--- src/rtl/mac_pkg.sv ---
// Shared types and helpers for the MAC accumulate/buffer engine.
package mac_pkg;

    typedef enum logic [0:0] {
        ACCUM = 1'b0,
        HOLD  = 1'b1
    } state_e;

    localparam int unsigned MaxDataW = 32;
    localparam int unsigned MaxAccW  = 64;

    // Picks acc[shift +: data_w]; with sat set, any higher bit clamps to all-ones.
    function automatic logic [MaxDataW-1:0] scale_result(
        input logic [MaxAccW-1:0] acc,
        input int unsigned        shift,
        input int unsigned        data_w,
        input bit                 sat
    );
        logic [MaxAccW-1:0] shifted;
        logic [MaxAccW-1:0] mask;
        shifted = acc >> shift;
        mask    = (MaxAccW'(1) << data_w) - MaxAccW'(1);
        if (sat && ((shifted & ~mask) != '0)) begin
            return MaxDataW'(mask);
        end
        return MaxDataW'(shifted & mask);
    endfunction

    function automatic bit params_ok(
        input int unsigned data_w,
        input int unsigned acc_w,
        input int unsigned taps,
        input int unsigned depth
    );
        return (data_w >= 1) && (data_w <= MaxDataW) && (acc_w >= 2 * data_w) &&
               (acc_w <= MaxAccW) && (taps >= 1) && (depth >= 1);
    endfunction

endpackage

--- src/rtl/mac_result_buffer.sv ---
// DEPTH x DATA_W result slots with indexed write, synchronous clear and packed read-out.
module mac_result_buffer
    import mac_pkg::*;
#(
    parameter int unsigned DATA_W = 8,
    parameter int unsigned DEPTH  = 4,
    parameter int unsigned IDX_W  = 2
) (
    input  logic                    clk,
    input  logic                    rst,
    input  logic                    we_i,
    input  logic                    clr_i,
    input  logic [IDX_W-1:0]        idx_i,
    input  logic [DATA_W-1:0]       data_i,
    output logic [DEPTH*DATA_W-1:0] packed_o
);

    logic [DATA_W-1:0] slot_q [DEPTH];
    logic [DATA_W-1:0] slot_d [DEPTH];

    always_comb begin
        for (int i = 0; i < int'(DEPTH); i++) begin
            slot_d[i] = slot_q[i];
            if (clr_i) begin
                slot_d[i] = '0;
            end else if (we_i && (idx_i == IDX_W'(i))) begin
                slot_d[i] = data_i;
            end
        end
    end

    for (genvar g = 0; g < int'(DEPTH); g++) begin : g_pack
        assign packed_o[g*DATA_W +: DATA_W] = slot_q[g];
    end

    always_ff @(posedge clk) begin
        if (!rst) begin
            for (int i = 0; i < int'(DEPTH); i++) begin
                slot_q[i] <= '0;
            end
        end else begin
            for (int i = 0; i < int'(DEPTH); i++) begin
                slot_q[i] <= slot_d[i];
            end
        end
    end

endmodule

--- src/rtl/mac_acc_buf.sv ---
// Multiply-accumulate engine: TAPS products per result, DEPTH results per packed output word.
module mac_acc_buf
    import mac_pkg::*;
#(
    parameter int unsigned DATA_W    = 8,
    parameter int unsigned ACC_W     = 20,
    parameter int unsigned TAPS      = 9,
    parameter int unsigned DEPTH     = 4,
    parameter int unsigned RES_SHIFT = 8,
    parameter int unsigned SATURATE  = 0
) (
    input  logic                         clk,
    input  logic                         rst,
    input  logic                         in_valid,
    output logic                         in_ready,
    input  logic [DATA_W-1:0]            img_pixel,
    input  logic [DATA_W-1:0]            filter_value,
    input  logic                         flush,
    output logic                         out_valid,
    input  logic                         out_ready,
    output logic [DEPTH*DATA_W-1:0]      out,
    output logic [$clog2(DEPTH+1)-1:0]   out_count
);

    localparam int unsigned TapW = (TAPS > 1) ? $clog2(TAPS) : 1;
    localparam int unsigned PtrW = (DEPTH > 1) ? $clog2(DEPTH) : 1;
    localparam int unsigned CntW = $clog2(DEPTH + 1);

    if (!params_ok(DATA_W, ACC_W, TAPS, DEPTH)) begin : g_param_check
        $error("mac_acc_buf: illegal parameter combination");
    end

    state_e            state_q, state_d;
    logic [ACC_W-1:0]  acc_q, acc_d;
    logic [TapW-1:0]   tap_q, tap_d;
    logic [PtrW-1:0]   ptr_q, ptr_d;
    logic [CntW-1:0]   cnt_q, cnt_d;

    logic [2*DATA_W-1:0] prod;
    logic [ACC_W-1:0]    acc_sum, acc_eff;
    logic [DATA_W-1:0]   scaled;
    logic beat, last_tap, flush_act, commit, last_slot, handoff;

    assign in_ready  = (state_q == ACCUM);
    assign out_valid = (state_q == HOLD);
    assign out_count = cnt_q;

    always_comb begin
        prod      = (2*DATA_W)'(img_pixel) * (2*DATA_W)'(filter_value);
        acc_sum   = acc_q + ACC_W'(prod);
        beat      = in_valid && in_ready;
        acc_eff   = beat ? acc_sum : acc_q;
        last_tap  = beat && (tap_q == TapW'(TAPS - 1));
        flush_act = flush && in_ready;
        // A flush commits only when the partial result holds at least one tap.
        commit    = last_tap || (flush_act && (beat || (tap_q != '0)));
        last_slot = (ptr_q == PtrW'(DEPTH - 1));
        handoff   = out_valid && out_ready;
        scaled    = DATA_W'(scale_result(MaxAccW'(acc_eff), RES_SHIFT, DATA_W, SATURATE != 0));
    end

    always_comb begin
        state_d = state_q;
        acc_d   = acc_q;
        tap_d   = tap_q;
        ptr_d   = ptr_q;
        cnt_d   = cnt_q;
        if (state_q == ACCUM) begin
            if (commit) begin
                acc_d = '0;
                tap_d = '0;
                cnt_d = cnt_q + CntW'(1);
                if (last_slot) begin
                    ptr_d   = '0;
                    state_d = HOLD;
                end else begin
                    ptr_d = ptr_q + PtrW'(1);
                end
            end else if (beat) begin
                acc_d = acc_sum;
                tap_d = tap_q + TapW'(1);
            end
            if (flush_act && (commit || (cnt_q != '0))) begin
                ptr_d   = '0;
                state_d = HOLD;
            end
        end else if (handoff) begin
            state_d = ACCUM;
            ptr_d   = '0;
            cnt_d   = '0;
        end
    end

    always_ff @(posedge clk) begin
        if (!rst) begin
            state_q <= ACCUM;
            acc_q   <= '0;
            tap_q   <= '0;
            ptr_q   <= '0;
            cnt_q   <= '0;
        end else begin
            state_q <= state_d;
            acc_q   <= acc_d;
            tap_q   <= tap_d;
            ptr_q   <= ptr_d;
            cnt_q   <= cnt_d;
        end
    end

    mac_result_buffer #(
        .DATA_W (DATA_W),
        .DEPTH  (DEPTH),
        .IDX_W  (PtrW)
    ) u_buf (
        .clk      (clk),
        .rst      (rst),
        .we_i     (commit && (state_q == ACCUM)),
        .clr_i    (handoff),
        .idx_i    (ptr_q),
        .data_i   (scaled),
        .packed_o (out)
    );

endmodule

--- config.mk ---
export PLATFORM = sky130hd
export DESIGN_NAME = mac_acc_buf
export DESIGN_NICKNAME = d
export VERILOG_FILES = /design/src/rtl/mac_pkg.sv /design/src/rtl/mac_result_buffer.sv /design/src/rtl/mac_acc_buf.sv
export SDC_FILE = /design/constraint.sdc
export NUM_CORES = 1
export LEC_CHECK = 0
export ABC_CLOCK_PERIOD_IN_PS = 8130
export CORE_ASPECT_RATIO = 0.6
export CORE_UTILIZATION = 35
export CTS_CLUSTER_SIZE = 28
export DETAILED_ROUTE_END_ITERATION = 8
export PLACE_DENSITY = 0.51
export SYNTH_ARGS = -nofsm -noshare
export SYNTH_HDL_FRONTEND = slang
export SYNTH_SLANG_ARGS = --single-unit
export TNS_END_PERCENT = 1
--- constraint.sdc ---
create_clock -name clk -period 8.13 [get_ports clk]
set_clock_uncertainty 0.05 [all_clocks]
set_input_delay 1.626 -clock clk [delete_from_list [all_inputs] [get_ports clk]]
set_output_delay 1.626 -clock clk [all_outputs]
set_load 0.03 [all_outputs]
# Yosys cells after proc, flatten, opt, wreduce, memory -nomap -nowiden
# Memory sizes are Yosys's and may differ from the RTL's.
# Cells that the tools add are included.
word_totals:
  romBits: 0
  in_bits: 21
  output_inout_bits: 37
  mem_bits_rw: 32
  elab_cells: 76
  latch_bits: 0
  ff_bits: 30
  memories: 1
mem_list:
  columns: ["memory", "depth", "word_bits", "rd", "rd_ports_with_merged_regs", "wr", "line", "rtl"]
  rows:
  - ["u_buf.slot_q", 4, 8, 4, 0, 4, "mac_result_buffer.sv:18", "logic [DATA_W-1:0] slot_q [DEPTH];"]
op_classes:
  n_mux: 31
  multipliers: 1
  reduce_logical: 23
  bitwise_logic: 5
  add_sub_neg: 4
  eq_ne: 5
  n_shift: 0
  n_div: 0
  n_lt_le_gt_ge: 0
op_table:
  columns: ["operator", "count"]
  rows:
  - ["$mux 8", 12]
  - ["$mux 20", 2]
  - ["$add 20x16->20", 1]
  - ["$mul 8x8->16", 1]
  - ["$logic_and 1x1->1", 11]
  - ["$mux 2", 5]
  - ["$mux 3", 3]
  - ["$mux 4", 2]
  - ["$mux 1", 7]
  - ["$reduce_and 2->1", 3]
  - ["$reduce_bool 3->1", 2]
  - ["$add 4x1->4 const B", 1]
  - ["$eq 2x2->1 const B", 2]
  - ["$eq 4x4->1 const B", 1]
  - ["$or 1x1->1", 4]
  - ["$reduce_bool 2->1", 2]
  - ["$reduce_bool 4->1", 1]
  - ["$add 3x1->3 const B", 1]
  - ["$logic_or 1x1->1", 3]
  - ["$add 2x1->2 const B", 1]
  - ["$eq 2x1->1 const B", 1]
  - ["$logic_not 2->1", 1]
  - ["$ne 2x1->1 const B", 1]
  - ["$not 1->1", 1]

# Depth between registers and ports, before layout
logic_depth:
  depth_word: 10
  depth_mapped: 18
  mapped_depth_nobuf: 16

# Hierarchy
# From an unflattened synthesis, not the netlist that was laid out.
hier_totals:
  cells_unflattened: 561
  hier_area_um2: 5052.3
by_module_without_submodules:
  columns: ["module", "n_inst", "cells_each", "area_each_um2", "seq_area_each_um2"]
  rows:
  - ["mac_acc_buf", 1, 439, 3691.0, 520.5]
  - ["mac_result_buffer", 1, 122, 1361.3, 640.6]

# Worst setup path after synthesis
# OpenSTA, ideal clock, no wires.
synth_path:
  kind: "input to register"
  start: "input port img_pixel[5]"
  end: "memory u_buf.slot_q[3][5]"
  arrival_time_ps: 5658
  required_ps: 7941
  path_buffers: 2
  setup_time_ps: 139
  setup_slack_ps: 2283
  path_stages: 16
  cell_sequence: "clkbuf_1 -> and2_1 -> fa_1 -> fa_1 -> fa_1 -> inv_1 -> fa_1 -> inv_1 -> ha_1 -> clkbuf_1 -> and3_1 -> o21ai_0 -> nor2_1 -> o31a_1 -> nor3_1 -> a211oi_1"
synth_lines:
  columns: ["item", "line", "rtl"]
  rows:
  - ["start: declaration", "mac_acc_buf.sv:16", "input logic [DATA_W-1:0] img_pixel,"]
  - ["end: declaration", "mac_result_buffer.sv:18", null]

==> metrics.csv <==
stage,metric,value,unit
min_path,Hold WC Path Type,flop to flop,
cells_and_area,# diodes,0,
timing,Fmax,148,MHz
detailed_routing,DRT antenna net count,0,
worst_setup_path,reg2reg start,acc_q[6],
timing,Setup Viol. Count Final,0,
grt,global-route wire length before repair,20300,um
floorplan,DIE AREA,14800,um^2
cells_and_area,most frequent cells in the layout,"inv_1, nand2_1, dfxtp_1",
clock_network,htree depth,3,
timing,Hold WS,431,ps
grt,initial antenna violation count,0,
clock_network,total CTS buffers,9,
worst_setup_path,crit path DAT,6880,ps
worst_setup_path,RR Endpoint,u_buf.slot_q[1][6],
cells_and_area,final net count,762,
placed_design,PortBufs,57,
worst_setup_path,Buf/Inv on CP,3,
timing,Max Slew Vio Count,0,
clock_network,Worst-path clk slew,50,ps
cells_and_area,"commonest non-fill, non-tap cell in the layout",inv_1,
worst_setup_path,"Critical Path, Cell by Cell","clkdlybuf4s50_1, and2_1, fa_1, fa_1, fa_1, inv_1, fa_1, inv_1, ha_1, nand3_1, a211oi_1, nor2_1, o311ai_0, o21ai_0",
floorplan,top-level I/O count,58,
grt,gr usage total,18.1,%
clock_network,post-CTS sizing,0,
synthesis,register area share after synthesis,23.1,%
power,Internal,0.999,mW
worst_setup_path,crit-path max FO,9,
placed_design,Post-Place Cells,829,
detailed_routing,1st-pass router iterations,4,
clock_network,Root Driver,clkbuf_16,
status,status,"complete, no violations",
worst_setup_path,Register-to-Register Setup Slack,3280,ps
synthesis,Main synth FF type,dfxtp_1,
clock_network,Sink Count,58,
placed_design,DPL Wire Length,10200,um
floorplan,Die X,157,um
detailed_routing,final wirelength,12400,um
grt,grt ovf,0,
grt,largest net degree at the start of global routing,29,
worst_setup_path,CP Capture Type,flop,
clock_network,CTS tree,built,
detailed_routing,DRT iter0 DRCs,219,
floorplan,num rows,33,
power,maximum vdd drop,120,uV
power,sequential power share,18.3,%
clock_network,CTS Buffer Depth,2,
synthesis,mapped cell area,5020,um^2
clock_network,setup bufs post-CTS,0,
timing,crit share post-route,83.0,%
flow_run,Max-cap violations,0,
worst_setup_path,Max stage delay on crit path,590,ps
worst_setup_path,critical path's slowest cell,o311ai_0,
detailed_routing,via/cell ratio,4.83,
power,Total Power,1.84,mW
synthesis,Synth cell types,49,
synthesis,Syn Inst Count,598,
min_path,Min-Delay Startpoint,u_buf.slot_q[1][6],
worst_setup_path,most frequent CP cell,fa_1,
floorplan,Initial Util,36.3,%
detailed_routing,vias,4082,
synthesis,Syn Area/Cell,8.39,um^2
worst_setup_path,FF-to-FF path depth,15,
cells_and_area,share of cells above drive strength 1,3.52,%
worst_setup_path,CP Class,input pin to flop,
clock_network,clock latency on the worst-skew pair,330,ps
synthesis,number of synthesized flops with an enable pin,0,
power,Logic pwr share,59.5,%
power,Lkg Pwr,2.77,nW
power,Switch Pwr,0.839,mW
placed_design,placer congestion estimate,0.825,
worst_setup_path,"Req. time, crit path",8270,ps
timing,unrepaired setup endpoints after global routing,no,
power,clock share of power,22.2,%
synthesis,Post-Syn Nets,712,
timing,relative slew slack,47.0,%
synthesis,"FFs w/ async S/R, synth",0,%
worst_setup_path,"CP delay by family, top",adder cells,
detailed_routing,Residual DRC,0,
min_path,hold path cells,2,
timing,Final Hold Vio Count,0,
power,power per cell area,302,nW/um^2
worst_setup_path,Startpoint Class,input pin,
detailed_routing,average wire per standard cell,14.7,um
grt,vias in the first global route,3901,
clock_network,Hold Buf Count CTS,0,
synthesis,Synth warnings,0,
floorplan,Core ar.,13800,um^2
min_path,worst-case hold path end point,u_buf.slot_q[1][6],
floorplan,Die Ht,94.7,um
cells_and_area,area grow syn2layout,21.1,%
timing,Least-Margin Pin Slew,796,ps
cells_and_area,"Cell Count, Final, Fillers Out",845,
timing,min Tclk post-route,6750,ps
timing,Final TNS setup,0,ps
power,sw frac,45.6,%
synthesis,synthesis-stage register bit count,58,
[synth_stat cells, types with 8 or more instances]
master	n	share of area [%]
inv_1	107	8.0
nand2_1	60	4.5
dfxtp_1	58	23
fa_1	50	20
nor2_1	44	3.3
and2_1	43	5.4
ha_1	43	11
o21ai_0	37	3.7
a21oi_1	19	1.9
clkbuf_1	18	1.3
nor2b_1	13	1.6
a22oi_1	9	1.3
nand3_1	8	0.80
[flip-flops by register name (all words and copies together) (netlist names)]
signal / count
u_buf.slot_q: 32
acc_q: 16
tap_q: 4
out_count: 3
ptr_q: 2
out_valid: 1
[cell type report]
type	count	area [um^2]
Timing Repair Buffer	60	593
Sequential cell	58	1160
Fill cell	1377	7760
Multi-Input combinational cell	412	3360
Clock inverter	4	75.1
Inverter	107	402
Clock buffer	12	246
Tap cell	192	240
[power groups by stage]
stage / sequential, mW / clock (mW) / combinational [mW]
2_1_floorplan: 0.354 / 0 / 0.791
3_3_place_gp: 0.340 / 0 / 1.07
3_5_place_dp: 0.340 / 0 / 1.09
4_1_cts: 0.335 / 0.417 / 1.09
5_1_grt: 0.338 / 0.430 / 1.24
6_report: 0.335 / 0.408 / 1.09
[how the worst max path moves through the flow]
| stage | start | end | slack [ps] | depth (start not counted) |
|---|---|---|---|---|
| floorplan | img_pixel[5] | u_buf.slot_q[3][5] | 2280 | 16 |
| global placement | img_pixel[5] | u_buf.slot_q[1][6] | 1260 | 15 |
| detailed placement | img_pixel[3] | u_buf.slot_q[1][6] | 1150 | 14 |
| CTS | img_pixel[3] | u_buf.slot_q[1][6] | 1500 | 14 |
| global route | img_pixel[3] | u_buf.slot_q[0][6] | 1170 | 14 |
| finish | img_pixel[3] | u_buf.slot_q[1][6] | 1380 | 14 |
[routing by layer]
metal  track usage (%)  wire length (um)  vias to the layer above
met5                 0                 0                        -
met4              3.43                64                        0
met3              4.04               524                        9
met2              24.7              5080                       89
met1              28.3              6780                     1973
li1                  -                 -                     2011
[cells by family after synthesis]
logic type	after synthesis	synth area share, %
flops	58	23.1
compound gates	105	13.2
fa+ha+maj	93	30.7
buf+inv	128	9.90
xor+xnor	10	2.17
mux	7	1.40
simple gates	197	19.5
[through the flow]
step / cell area, um^2 / utilization (%) / worst slack (ps)
after floorplan: 5020 / - / 2280
after global placement: 5750 / 41.6 / 1260
after detailed placement: 5750 / 41.6 / 1150
after CTS: 6080 / 43.9 / 1500
after global routing: 6080 / 43.9 / 1170
final: 6080 / 43.9 / 1380
[worst register-to-register path, stage by stage, from the launching register on]
cell and delay (ps):
dfxtp_1 330, inv_1 60, fa_1 530, inv_1 50, fa_1 490, inv_1 50
fa_1 460, fa_1 550, inv_1 40, ha_1 390, a21o_1 150, a21oi_1 130
a211oi_1 540, nor2_1 120, o311ai_0 590, o21ai_0 180
Note: power is estimated with default switching activity, not from simulation.
